===== config.mk =====
export PLATFORM = sky130hd
export DESIGN_NAME = dmem_arbiter
export DESIGN_NICKNAME = d
export VERILOG_FILES = /design/src/rtl/dmem_arb_pkg.sv /design/src/rtl/dmem_arbiter_rr_arb2.sv /design/src/rtl/dmem_arbiter.sv
export SDC_FILE = /design/constraint.sdc
export NUM_CORES = 1
export LEC_CHECK = 0
export CAP_MARGIN = 20
export CORE_AREA = 3 3 230 232
export DETAILED_ROUTE_END_ITERATION = 16
export DIE_AREA = 0 0 233 235
export DONT_BUFFER_PORTS = 1
export PLACE_DENSITY = 0.3
export RECOVER_POWER = 100
export SYNTH_ARGS = -nofsm -noshare
export SYNTH_HDL_FRONTEND = slang
export SYNTH_SLANG_ARGS = --single-unit

===== constraint.sdc =====
create_clock -name clk -period 1.35 [get_ports clk]
set_input_delay 0 -clock clk [delete_from_list [all_inputs] [get_ports clk]]
set_output_delay 0 -clock clk [all_outputs]
set_load 0.02 [all_outputs]

===== src/rtl/dmem_arb_pkg.sv =====
// Shared types and constants for the data-memory arbiter.
// Build option DMEM_ARB_EXT_PRIO_EN switches the picker to fixed external priority.
package dmem_arb_pkg;

  typedef enum logic {
    IDLE    = 1'b0,
    RD_WAIT = 1'b1
  } state_e;

  typedef enum logic {
    OWN_CORE = 1'b0,
    OWN_EXT  = 1'b1
  } owner_e;

  localparam int LAT_W = 4;

  // Request/grant vectors use bit 0 for the core and bit 1 for the external port.
  localparam int REQ_CORE = 0;
  localparam int REQ_EXT  = 1;

  function automatic owner_e winner_of(input logic [1:0] gnt);
    return gnt[REQ_EXT] ? OWN_EXT : OWN_CORE;
  endfunction

endpackage


===== src/rtl/dmem_arbiter_rr_arb2.sv =====
// Combinational two-way picker: round-robin by default, fixed external
// priority when DMEM_ARB_EXT_PRIO_EN is defined.
module rr_arb2
  import dmem_arb_pkg::*;
(
  input  logic [1:0] req_i,
  input  owner_e     last_i,
  output logic [1:0] gnt_o
);

`ifdef DMEM_ARB_EXT_PRIO_EN
  logic unused_last;
  assign unused_last = last_i;

  always_comb begin
    gnt_o = 2'b00;
    if (req_i[REQ_EXT]) begin
      gnt_o[REQ_EXT] = 1'b1;
    end else if (req_i[REQ_CORE]) begin
      gnt_o[REQ_CORE] = 1'b1;
    end
  end
`else
  // NOTE: every path assigns gnt_o first, so no latch can be inferred.
  always_comb begin
    gnt_o = 2'b00;
    case (req_i)
      2'b01:   gnt_o = 2'b01;
      2'b10:   gnt_o = 2'b10;
      2'b11:   gnt_o = (last_i == OWN_EXT) ? 2'b01 : 2'b10;
      default: gnt_o = 2'b00;
    endcase
  end
`endif

endmodule


===== src/rtl/dmem_arbiter.sv =====
// Shares one data-memory port between the core and an external loader/debug port.
// Optional macro DMEM_ARB_EXT_PRIO_EN: external port always wins ties.
module dmem_arbiter
  import dmem_arb_pkg::*;
#(
  parameter int ADDR_W  = 64,
  parameter int DATA_W  = 64,
  parameter int MEM_LAT = 1
) (
  input  logic              clk,
  input  logic              PCrst,

  input  logic              core_req,
  input  logic              core_we,
  input  logic [ADDR_W-1:0] core_addr,
  input  logic [DATA_W-1:0] core_wdata,
  output logic              core_gnt,
  output logic              core_rvalid,
  output logic [DATA_W-1:0] core_rdata,
  output logic              core_stall,

  input  logic              ext_req,
  input  logic              ext_we,
  input  logic [ADDR_W-1:0] ext_addr,
  input  logic [DATA_W-1:0] ext_wdata,
  output logic              ext_gnt,
  output logic              ext_rvalid,
  output logic [DATA_W-1:0] ext_rdata,

  output logic              mem_en,
  output logic              mem_we,
  output logic [ADDR_W-1:0] mem_addr,
  output logic [DATA_W-1:0] mem_wdata,
  input  logic [DATA_W-1:0] mem_rdata
);

  state_e           state_q, state_d;
  logic [LAT_W-1:0] lat_cnt_q, lat_cnt_d;
  owner_e           owner_q, owner_d;
  owner_e           rr_last_q, rr_last_d;

  logic [1:0] req_vec;
  logic [1:0] gnt_vec;
  logic       grant_any;
  logic       win_ext;
  logic       win_we;
  logic       rsp_fire;

  // Requests are masked while reset is held so every output stays quiet.
  assign req_vec   = PCrst ? 2'b00 : {ext_req, core_req};
  assign grant_any = (state_q == IDLE) && (gnt_vec != 2'b00);
  assign win_ext   = gnt_vec[REQ_EXT];
  assign win_we    = win_ext ? ext_we : core_we;
  assign rsp_fire  = (state_q == RD_WAIT) && (lat_cnt_q == LAT_W'(1));

  rr_arb2 u_rr_arb2 (
    .req_i  (req_vec),
    .last_i (rr_last_q),
    .gnt_o  (gnt_vec)
  );

  // NOTE: sequential state uses non-blocking assignments so all registers
  // update together from the values sampled at the same edge.
  always_ff @(posedge clk or posedge PCrst) begin
    if (PCrst) begin
      state_q   <= IDLE;
      lat_cnt_q <= '0;
      owner_q   <= OWN_CORE;
      rr_last_q <= OWN_EXT;
    end else begin
      state_q   <= state_d;
      lat_cnt_q <= lat_cnt_d;
      owner_q   <= owner_d;
      rr_last_q <= rr_last_d;
    end
  end

  always_comb begin
    state_d   = state_q;
    lat_cnt_d = lat_cnt_q;
    owner_d   = owner_q;
    rr_last_d = rr_last_q;
    case (state_q)
      IDLE: begin
        if (grant_any) begin
          rr_last_d = winner_of(gnt_vec);
          // Writes retire at the grant edge; only reads occupy the port.
          if (!win_we) begin
            state_d   = RD_WAIT;
            owner_d   = winner_of(gnt_vec);
            lat_cnt_d = LAT_W'(MEM_LAT);
          end
        end
      end
      RD_WAIT: begin
        lat_cnt_d = lat_cnt_q - LAT_W'(1);
        if (rsp_fire) begin
          state_d = IDLE;
        end
      end
      default: state_d = IDLE;
    endcase
  end

  always_comb begin
    core_gnt    = 1'b0;
    ext_gnt     = 1'b0;
    core_rvalid = 1'b0;
    ext_rvalid  = 1'b0;
    core_rdata  = '0;
    ext_rdata   = '0;
    mem_en      = 1'b0;
    mem_we      = 1'b0;
    mem_addr    = '0;
    mem_wdata   = '0;
    case (state_q)
      IDLE: begin
        if (grant_any) begin
          core_gnt  = gnt_vec[REQ_CORE];
          ext_gnt   = gnt_vec[REQ_EXT];
          mem_en    = 1'b1;
          mem_we    = win_we;
          mem_addr  = win_ext ? ext_addr  : core_addr;
          mem_wdata = win_ext ? ext_wdata : core_wdata;
        end
      end
      RD_WAIT: begin
        if (rsp_fire) begin
          if (owner_q == OWN_CORE) begin
            core_rvalid = 1'b1;
            core_rdata  = mem_rdata;
          end else begin
            ext_rvalid = 1'b1;
            ext_rdata  = mem_rdata;
          end
        end
      end
      default: ;
    endcase
    // Freeze the core while it waits for a grant or for its own load data.
    core_stall = !PCrst &&
                 ((core_req && !core_gnt) ||
                  (core_gnt && !core_we) ||
                  (state_q == RD_WAIT && owner_q == OWN_CORE));
  end

endmodule

==> results of run 1 <==
## cells in the mapped netlist, types with 2 or more instances
library cell    n  area, sq um
buf_2          47          235
nor2_1          2         7.51
nand2_1         2         7.51
dfrtp_1         6          150
o31ai_1         2         15.0
inv_1           6         22.5
and3_1        129          807
o21ai_0       119          596
xnor2_1         2         17.5
o21ai_1        15         75.1
nand3_1       129          646
clkbuf_1       51          191
a21oi_1       134          671
ha_1            2         25.0
## power by group through the flow
stage | Clock, W | Sequential (W) | Combinational [W]
CTS | 0.000526 | 0.000423 | 0.00723
detailed placement | 0 | 0.000402 | 0.00514
floorplan | 0 | 0.000420 | 0.00322
global route | 0.000548 | 0.000431 | 0.00834
finish | 0.000524 | 0.000422 | 0.00790
global placement | 0 | 0.000404 | 0.00511
## stage by stage
step / hold WS (ns) / setup WS (ns)
after floorplan: 0.0700 / -0.0429
after global placement: 0.0934 / -0.399
after detailed placement: 0.0803 / -0.413
after CTS: 0.0287 / -0.516
after global routing: 0.0497 / -0.526
final: 0.0251 / -0.479
## critical path: cells and delay by family (launching register included)
| family | cells | cell delay [ns] |
|---|---|---|
| AOI/OAI and AO/OA | 2 | 0.38 |
| buffers and inverters | 5 | 0.74 |
| DFF | 1 | 0.37 |
| and+or+nand+nor | 1 | 0.09 |
## cell families after synthesis
kind of cell / synth area share [%]
compound gates: 38.6
xor+xnor: 0.480
fa+ha+maj: 0.686
buf+inv: 12.8
flops: 4.84
simple gates: 42.5
## final cells by class
| class | count | area, sq um | area share, % |
|---|---|---|---|
| multi-input cells | 552 | 4940 | 55.2 |
| diodes | 6 | 15.0 | 0.168 |
| repair buffers | 210 | 2870 | 32.0 |
| clock buffers | 4 | 78.8 | 0.880 |
| inverters | 6 | 25.0 | 0.279 |
| flip-flops and latches | 7 | 178 | 1.98 |
| well taps | 680 | 851 | 9.50 |
## what timing repair did
item / 4_1_cts / 5_1_grt
endpoints found under the setup margin: 269 / 269
hold endpoints to repair: 10 / 0
gates cloned: 17 / 9
pin swaps: 102 / 74
resized for setup: 269 / 156
hold buffers: 6 / 0
setup buffers: 25 / 12
## flip-flops by register name, summed over array words and instances, names as in the netlist
name,cells
rr_last_q,1
owner_q,1
lat_cnt_q,4
state_q,1
## layer usage
metal / global-route usage, % / wire (um)
met2: 27.1 / 22300
met4: 2.37 / 1000
met1: 12.3 / 12900
met3: 3.44 / 3170
met5: 0 / 35
## worst max-delay path by stage
stage,start,to,slack (ns),depth (start not counted)
2_1_floorplan,rr_last_q,mem_wdata[56],-0.04,4
3_3_place_gp,rr_last_q,mem_wdata[30],-0.40,7
3_5_place_dp,rr_last_q,mem_wdata[30],-0.41,7
4_1_cts,rr_last_q,mem_wdata[62],-0.52,7
5_1_grt,rr_last_q,mem_addr[59],-0.53,8
6_report,rr_last_q,mem_wdata[19],-0.48,8
==> flow_summary.toml, run 1 <==
[final_layout]
stdcell_area_sq_um = 8960
fin_cells = 1465
nets = 1108
final_cell_mix = "and3_4 (117), nand3_1 (97), o21ai_0 (73)"
mostFrequentLayoutCell = "and3_4"
drive_above_1_share_pct = 66.8
final_core_util_pct = 17.5
nFillCells = 5701
area_growth_syn_to_layout_pct = 146

[power]
ir_drop_uv = 538
power_leakage_nw = 2.76
p_sw_share_pct = 51.1
p_comb_share_pct = 89.3
powerDensity_nw_per_um2 = 987
total_power_w = 0.00884
seq_power_share_pct = 4.8
p_switching_w = 0.00452
p_int_w = 0.00432
clockPowerShare_pct = 5.9

[timing]
slew_viol_final = 0
finalHoldViolCount = 0
timing.clock.skew_ns = 0.00303
worstMarginPinSlew_ns = 0.538
worst_slack_ns = -0.479
fin_tns_setup_ns = -98.75
timing.final.crit_share_pct = 136
fin_crit_ns = 1.83
relSlewSlack_pct = 64.2
rsz0062_at_grt = "yes"
fmax_mhz = 547
finalSetupViolCount = 269

[setup_path]
startpoint_type = "flop"
cp_slowest_cell = "dfstp_2"
r2r_cells = 6
critical_path_peak_fanout = 12
cpPeakStageDelay_ns = 0.37
reg2reg_slack_ns = -0.28
crit_type = "reg2out"
crit_chain = "buf_6, a21boi_4, buf_12, buf_12, clkbuf_16, nand3_1, a21oi_2, buf_6"
worstReg2RegEnd = "owner_q"
r2r_start = "rr_last_q"
crit_path_end_kind = "primary output"
cp.arrival_ns = 1.83
cp_data_required_time_ns = 1.35

[floorplanning]
initial_utilization_pct = 7.13
die_x_um = 233
design.die.area_sq_um = 54800
row_count = 83
pin_count = 589
core_sq_um = 51200
chipHeight_um = 235

[yosys]
synth_ff_type = "dfrtp_1"
synthArstFlopShare_pct = 100
synth-warning-count = 0
ys_types = 33
synth_edf_count = 0
avgSynthCellArea_sq_um = 5.49
netlist_area_sq_um = 3650
ys_seq_area_share_pct = 4.84
ys_ff_latch = 7
syn_nets = 993
synth_cells = 665

[run]
cap_viol_max_count = 0

[detailed_routing]
viasPerCell = 4.20
final_antenna_net_count = 0
drt_iter0_drc = 286
drc = 0
wl_mm = 39.5
first_pass_iters = 4
vias = 6152
wire_per_inst_um = 26.9

[grt]
grt_max_degree = 137
grt_usage_pct = 12.9
grt_pass1_vias = 6100
grt_overflow = 0
antenna_found_initial = 11
grt_pass1_wl_mm = 50.3

[min_path]
min-delay-start = "ext_we"
worstHoldPathCells = 2
hp-class = "in2reg"
hold_end = "lat_cnt_q[1]"

[cts]
clock-sinks = 7
clock_latency_ns = 0.23
cts_buffers = 3
cts_root_buf = "clkbuf_16"
cts_tree = "yes"
ctsLongestPathBuffers = 2
clk_pin_slew_ns = 0.04
h-tree-depth = 1

[run_status]
status = "finished, violations left"
violations = "setup timing"

[place]
gp_routability_congestion = 0.833
dp_hpwl_mm = 29.6
dp_cells = 1396
placed_area_sq_um = 6230
buffer_ports.inserted = 0
Note: power is estimated with default switching activity, not from simulation.
==> inputs of run 2 (changes only) <==
- clock period: 1.35 -> 2 ns (I/O delays scaled with it)
==> run 2 against run 1 <==
Net effect: the flow now finishes without violations; first-iteration DRC count is 9.1% higher; via count fell by 2.0%; register-to-register slack improved by 0.58 ns; total power is 59% lower; core utilization decreased by 6.9 points; die area did not move; final area fell by 40%; non-clock buffer count fell by 37; wire length shrank 0.66%; critical path depth down 2; hold slack better by 0.019 ns; sequential power down 26%; critical path type unchanged; largest cell class unchanged; highest routed layer unchanged.
==> flow_summary.toml, run 2 (synthesis results as in run 1) <==
[grt]
grt_pass1_wl_mm = 48.2
antenna_found_initial = 28
grt_usage_pct = 12.6
grt_pass1_vias = 5539
grt_overflow = 0
grt_max_degree = 136

[detailed_routing]
first_pass_iters = 4
wire_per_inst_um = 27.3
viasPerCell = 4.19
drc = 0
drt_iter0_drc = 312
vias = 6027
wl_mm = 39.2
final_antenna_net_count = 0

[setup_path]
startpoint_type = "flop"
r2r_start = "rr_last_q"
startpoint = "rr_last_q"
crit_path_end_kind = "primary output"
crit_type = "reg2out"
critical_path_peak_fanout = 19
cp.arrival_ns = 1.97
cp_data_required_time_ns = 2.00

[final_layout]
area_growth_syn_to_layout_pct = 48.5
nFillCells = 6087
final_cell_mix = "a21oi_1 (129), nand3_1 (129), and3_1 (129)"
top_register = "lat_cnt_q"
drive_above_1_share_pct = 21.6
nets = 1071
largest_reg_flops = 4

[cts]
clock_latency_ns = 0.23
cts_buffers = 3
ctsLongestPathBuffers = 2
clk_pin_slew_ns = 0.04
h-tree-depth = 1
clock-sinks = 7
cts_root_buf = "clkbuf_16"
cts_tree = "yes"

[floorplanning]
initial_utilization_pct = 7.13
design.die.area_sq_um = 54800
pin_count = 589
core_sq_um = 51200
die_x_um = 233
chipHeight_um = 235
row_count = 83

[power]
p_comb_share_pct = 81.6
powerDensity_nw_per_um2 = 661
p_switching_w = 0.00221
clockPowerShare_pct = 9.7
seq_power_share_pct = 8.7
ir_drop_uv = 298
p_sw_share_pct = 61.6
power_leakage_nw = 2.28
p_int_w = 0.00137

[timing]
timing.clock.skew_ns = 0.000733
finalSetupViolCount = 0
fmax_mhz = 507
worst_slack_ns = 0.0282
slew_viol_final = 0
finalHoldViolCount = 0
fin_tns_setup_ns = 0
fin_crit_ns = 1.97
rsz0062_at_grt = "no"
worstMarginPinSlew_ns = 0.513
timing.final.crit_share_pct = 98.6
relSlewSlack_pct = 65.9
hold_slack_ns = 0.0439

[place]
dp_hpwl_mm = 31.9
buffer_ports.inserted = 0
place_ws_ns = 0.0448
gp_routability_congestion = 0.831

[run_status]
status = "completed"

[run]
cap_viol_max_count = 0

[min_path]
hp-class = "in2reg"
min-delay-start = "ext_we"
-- run 2: cell count changes in the layout (fill, tap and decap cells not counted), moves of 32 or more --
cell,delta
buf_12,-35
and3_1,+128
nand3_1,+32
and3_4,-117
o21ai_0,+46
buf_6,-61
a21oi_4,-57
o21ai_1,-36
clkbuf_2,+60
a21oi_2,-66
a21oi_1,+123
-- run 2: power groups by stage --
stage          clock (W)  combinational, W  sequential (W)
6_report        0.000347           0.00292        0.000311
5_1_grt         0.000359           0.00316        0.000324
4_1_cts         0.000352           0.00303        0.000308
3_5_place_dp           0           0.00291        0.000308
3_3_place_gp           0           0.00290        0.000308
2_1_floorplan          0           0.00191        0.000282
-- run 2: metal layers --
metal	share of wire, %	global-route usage [%]
met1	35	12.9
met2	54	24.9
met3	7.2	2.44
met4	3.3	4.48
met5	0.23	0
-- run 2: worst max-delay path: stages (launching register included) --
cell and delay [ns]:
dfstp_2 0.59, a21bo_4 0.21, buf_16 0.18, buf_4 0.17
o21ai_0 0.11, a21oi_2 0.24, clkbuf_2 0.21
-- run 2: path summary, 6_finish.rpt --
path | to | slack [ns] | cells past startpoint
worst max-delay path | mem_addr[31] | 0.03 | 6
worst min-delay path | lat_cnt_q[0] | 0.04 | 2
worst max register to register | lat_cnt_q[2] | 0.30 | 5
worst min register to register | lat_cnt_q[0] | 0.58 | 1
max in group asynchronous | rr_last_q | 1.33 | 3
min in group asynchronous | lat_cnt_q[0] | 0.36 | 3
-- run 2: final cells by class --
type                       count  area, sq um  area share [%]
tap                          680          851            15.7
inverter                       6         25.0           0.462
multi-input combinational    552         3060            56.4
sequential                     7          176            3.26
clock buffer                   4         78.8            1.45
timing repair buffer         173         1190            22.0
antenna                       16         40.0           0.739
-- run 2: per-stage QoR --
| stage | total power [W] | area (sq um) | instances | utilization (%) |
|---|---|---|---|---|
| finish | 0.00358 | 5420 | 1438 | 10.6 |
| CTS | 0.00369 | 5640 | 1418 | 11.0 |
| global route | 0.00385 | 5420 | 1437 | 10.6 |
| detailed placement | 0.00322 | 5430 | 1407 | 10.6 |
| floorplan | 0.00220 | 3650 | 665 | - |
| global placement | 0.00321 | 5430 | 1407 | 10.6 |
-- run 2: repair_timing --
item                                    in CTS  in global routing
pin swaps                                    4                  3
endpoints found under the setup margin       4                 27
cloned                                       1                  3
hold endpoints to repair                    10                  0
setup buffers                                1                  2
gates resized for setup                      6                  2
hold buffers                                 5                  0
==> inputs of run 3 (changes only) <==
- ABC_AREA: default -> 1
- CORE_AREA: 3 3 230 232 -> 3 3 229 231
- DIE_AREA: 0 0 233 235 -> 0 0 232 234
- TNS_END_PERCENT: default -> 10
==> run 3 against run 2 <==
Net effect: wire length is 24% lower; non-clock buffer count is 71 higher; cell count is 9.2% higher; first-iteration DRC count is 37% lower; hold slack better by 0.010 ns; clock power hardly changed; die area is 0.85% lower; via count is 9.1% lower.
==> flow_summary.toml, run 3 <==
[place]
buffer_ports.inserted = 0
dp_hpwl_mm = 24.3
gp_routability_congestion = 0.789

[timing]
timing.final.crit_share_pct = 96.3
fin_tns_setup_ns = 0
fmax_mhz = 519
slew_viol_final = 0
finalSetupViolCount = 0
relSlewSlack_pct = 67.0
worstMarginPinSlew_ns = 0.496
finalHoldViolCount = 0
fin_crit_ns = 1.93
timing.clock.skew_ns = 0.00143
hold_slack_ns = 0.0544
rsz0062_at_grt = "yes"

[detailed_routing]
wire_per_inst_um = 19.0
drc = 0
drt_iter0_drc = 196
vias = 5477
first_pass_iters = 4
final_antenna_net_count = 0
wl_mm = 29.8
viasPerCell = 3.49

[final_layout]
top_register = "lat_cnt_q"
ff_latch_area_sq_um = 176
area_growth_syn_to_layout_pct = 84.4
nFillCells = 5914
largest_reg_flops = 4
final_cell_mix = "nand2_1 (272), buf_4 (220), nor2_1 (120), a21oi_1 (120), inv_1 (73)"
mostFrequentLayoutCell = "nand2_1"
drive_above_1_share_pct = 31.4
multi_input_area_sq_um = 2430
nets = 1222

[yosys]
synth-warning-count = 0
ys_types = 25
synth_ff_type = "dfrtp_1"
yosys.area.top_type = "nand2_1"
yosysMostFrequentCell = "nand2_1"
avgSynthCellArea_sq_um = 4.59
netlist_top_cells_area = "nand2_1 (32%), a21oi_1 (20%), nor2_1 (14%)"
ys_ff_latch = 7
synth_cells = 701
ys_seq_area_share_pct = 5.49
netlist_area_sq_um = 3210
synth_edf_count = 0
syn_nets = 1029
synthArstFlopShare_pct = 100
synth_top_area_share_pct = 31.9
synth.top_cells.by_count = "nand2_1 (273), a21oi_1 (129), nor2_1 (121)"

[grt]
grt_pass1_wl_mm = 35.0
antenna_found_initial = 12
grt_pass1_vias = 4874
grt_max_degree = 104
grt_usage_pct = 9.00
grt_overflow = 0

[setup_path]
crit_path_end_kind = "primary output"
cp.arrival_ns = 1.93
crit_type = "reg2out"
cp_data_required_time_ns = 2.00
startpoint_type = "flop"
critical_path_peak_fanout = 52

[power]
power_leakage_nw = 3.06
p_switching_w = 0.00232
powerDensity_nw_per_um2 = 671
p_comb_share_pct = 83.0
ir_drop_uv = 268
p_sw_share_pct = 58.3
total_power_w = 0.00397
clockPowerShare_pct = 8.7
seq_power_share_pct = 8.3
p_int_w = 0.00166

[cts]
cts_root_buf = "clkbuf_16"
clk_pin_slew_ns = 0.04
clock_latency_ns = 0.23
ctsLongestPathBuffers = 2
cts_buffers = 3
cts_tree = "yes"
clock-sinks = 7
h-tree-depth = 1

[floorplanning]
design.die.area_sq_um = 54300
die_x_um = 232
pin_count = 589
chipHeight_um = 234
initial_utilization_pct = 6.39
core_sq_um = 50300
row_count = 82

[run]
cap_viol_max_count = 0

[min_path]
hp-class = "in2reg"

[run_status]
status = "completed"
[run 3: cell types whose count changed after synthesis, sizes merged, moves of 2 or more]
| cell | previous run | this run |
|---|---|---|
| nor2 | 3 | 135 |
| o21ai | 134 | 5 |
| nand2 | 2 | 274 |
| clkbuf | 51 | 6 |
| nand4 | 0 | 3 |
| and3 | 129 | 0 |
| nand3 | 129 | 6 |
| xnor2 | 2 | 0 |
| inv | 6 | 79 |
| a21oi | 134 | 129 |
[run 3: per-layer routing]
metal  vias up  GRT usage [%]  part of all wire [%]  wire length (um)
li1       2521              -                     -                 -
met4         4           2.61                   2.2               651
met1      2511           8.62                    34             10100
met2       407           18.3                    54             16200
met3        34           2.71                   9.6              2860
met5         -              0                 0.091                27
[run 3: critical path: stages, from the launching register on]
cell and delay (ns):
dfstp_2 0.55, nand2_1 0.10, nand3_4 0.20, inv_6 0.09, buf_16 0.17, nand2_1 0.20, a21oi_1 0.09, buf_4 0.18
[run 3: repair_timing]
action                                 CTS  global route
setup endpoints to repair               14            95
hold buffers                             2             0
cloned                                   1             5
pin swaps                                0             2
gates resized for setup                 11            13
endpoints found under the hold margin    8             0
buffers inserted                         0             2
[run 3: layout make-up]
cell class                      instances  area share, %
Sequential cell                         7           2.98
Inverter                               79           5.17
Multi-Input combinational cell        559           41.0
Antenna cell                            5          0.211
Timing Repair Buffer                  244           35.2
Tap cell                              672           14.2
Clock buffer                            4           1.33
[run 3: path summary, 6_finish.rpt]
| kind | start | endpoint | slack [ns] | cells past startpoint |
|---|---|---|---|---|
| setup / recovery | rr_last_q | mem_addr[12] | 0.07 | 7 |
| hold / removal | ext_req | lat_cnt_q[0] | 0.05 | 4 |
| setup reg to reg | rr_last_q | owner_q | 0.37 | 8 |
| hold reg to reg | rr_last_q | rr_last_q | 0.52 | 2 |
| max in group asynchronous | PCrst | rr_last_q | 1.43 | 2 |
| min in group asynchronous | PCrst | lat_cnt_q[1] | 0.26 | 2 |
[run 3: logic make-up after synthesis]
logic type	Yosys count	synth area share [%]
DFF	7	5.49
adders and majority gates	2	0.778
AOI/OAI and AO/OA	137	21.7
and+or+nand+nor	420	51.6
buffers and inverters	135	20.4
[run 3: through the flow]
| step | setup WS (ns) | std cells | area (sq um) | utilization, % |
|---|---|---|---|---|
| final | 0.0730 | 1570 | 5930 | 11.8 |
| after global routing | -0.0145 | 1569 | 5920 | 11.8 |
| after CTS | -0.0589 | 1558 | 5730 | 11.4 |
| after detailed placement | 0.101 | 1551 | 5550 | 11.0 |
| after global placement | 0.139 | 1551 | 5550 | 11.0 |
| after floorplan | 0.423 | 701 | 3210 | - |
[run 3: power by group through the flow]
| stage | Combinational, W | Sequential [W] | Clock [W] |
|---|---|---|---|
| finish | 0.00330 | 0.000331 | 0.000345 |
| global route | 0.00356 | 0.000345 | 0.000360 |
| CTS | 0.00323 | 0.000330 | 0.000347 |
| detailed placement | 0.00316 | 0.000331 | 0 |
| global placement | 0.00317 | 0.000329 | 0 |
| floorplan | 0.00196 | 0.000286 | 0 |
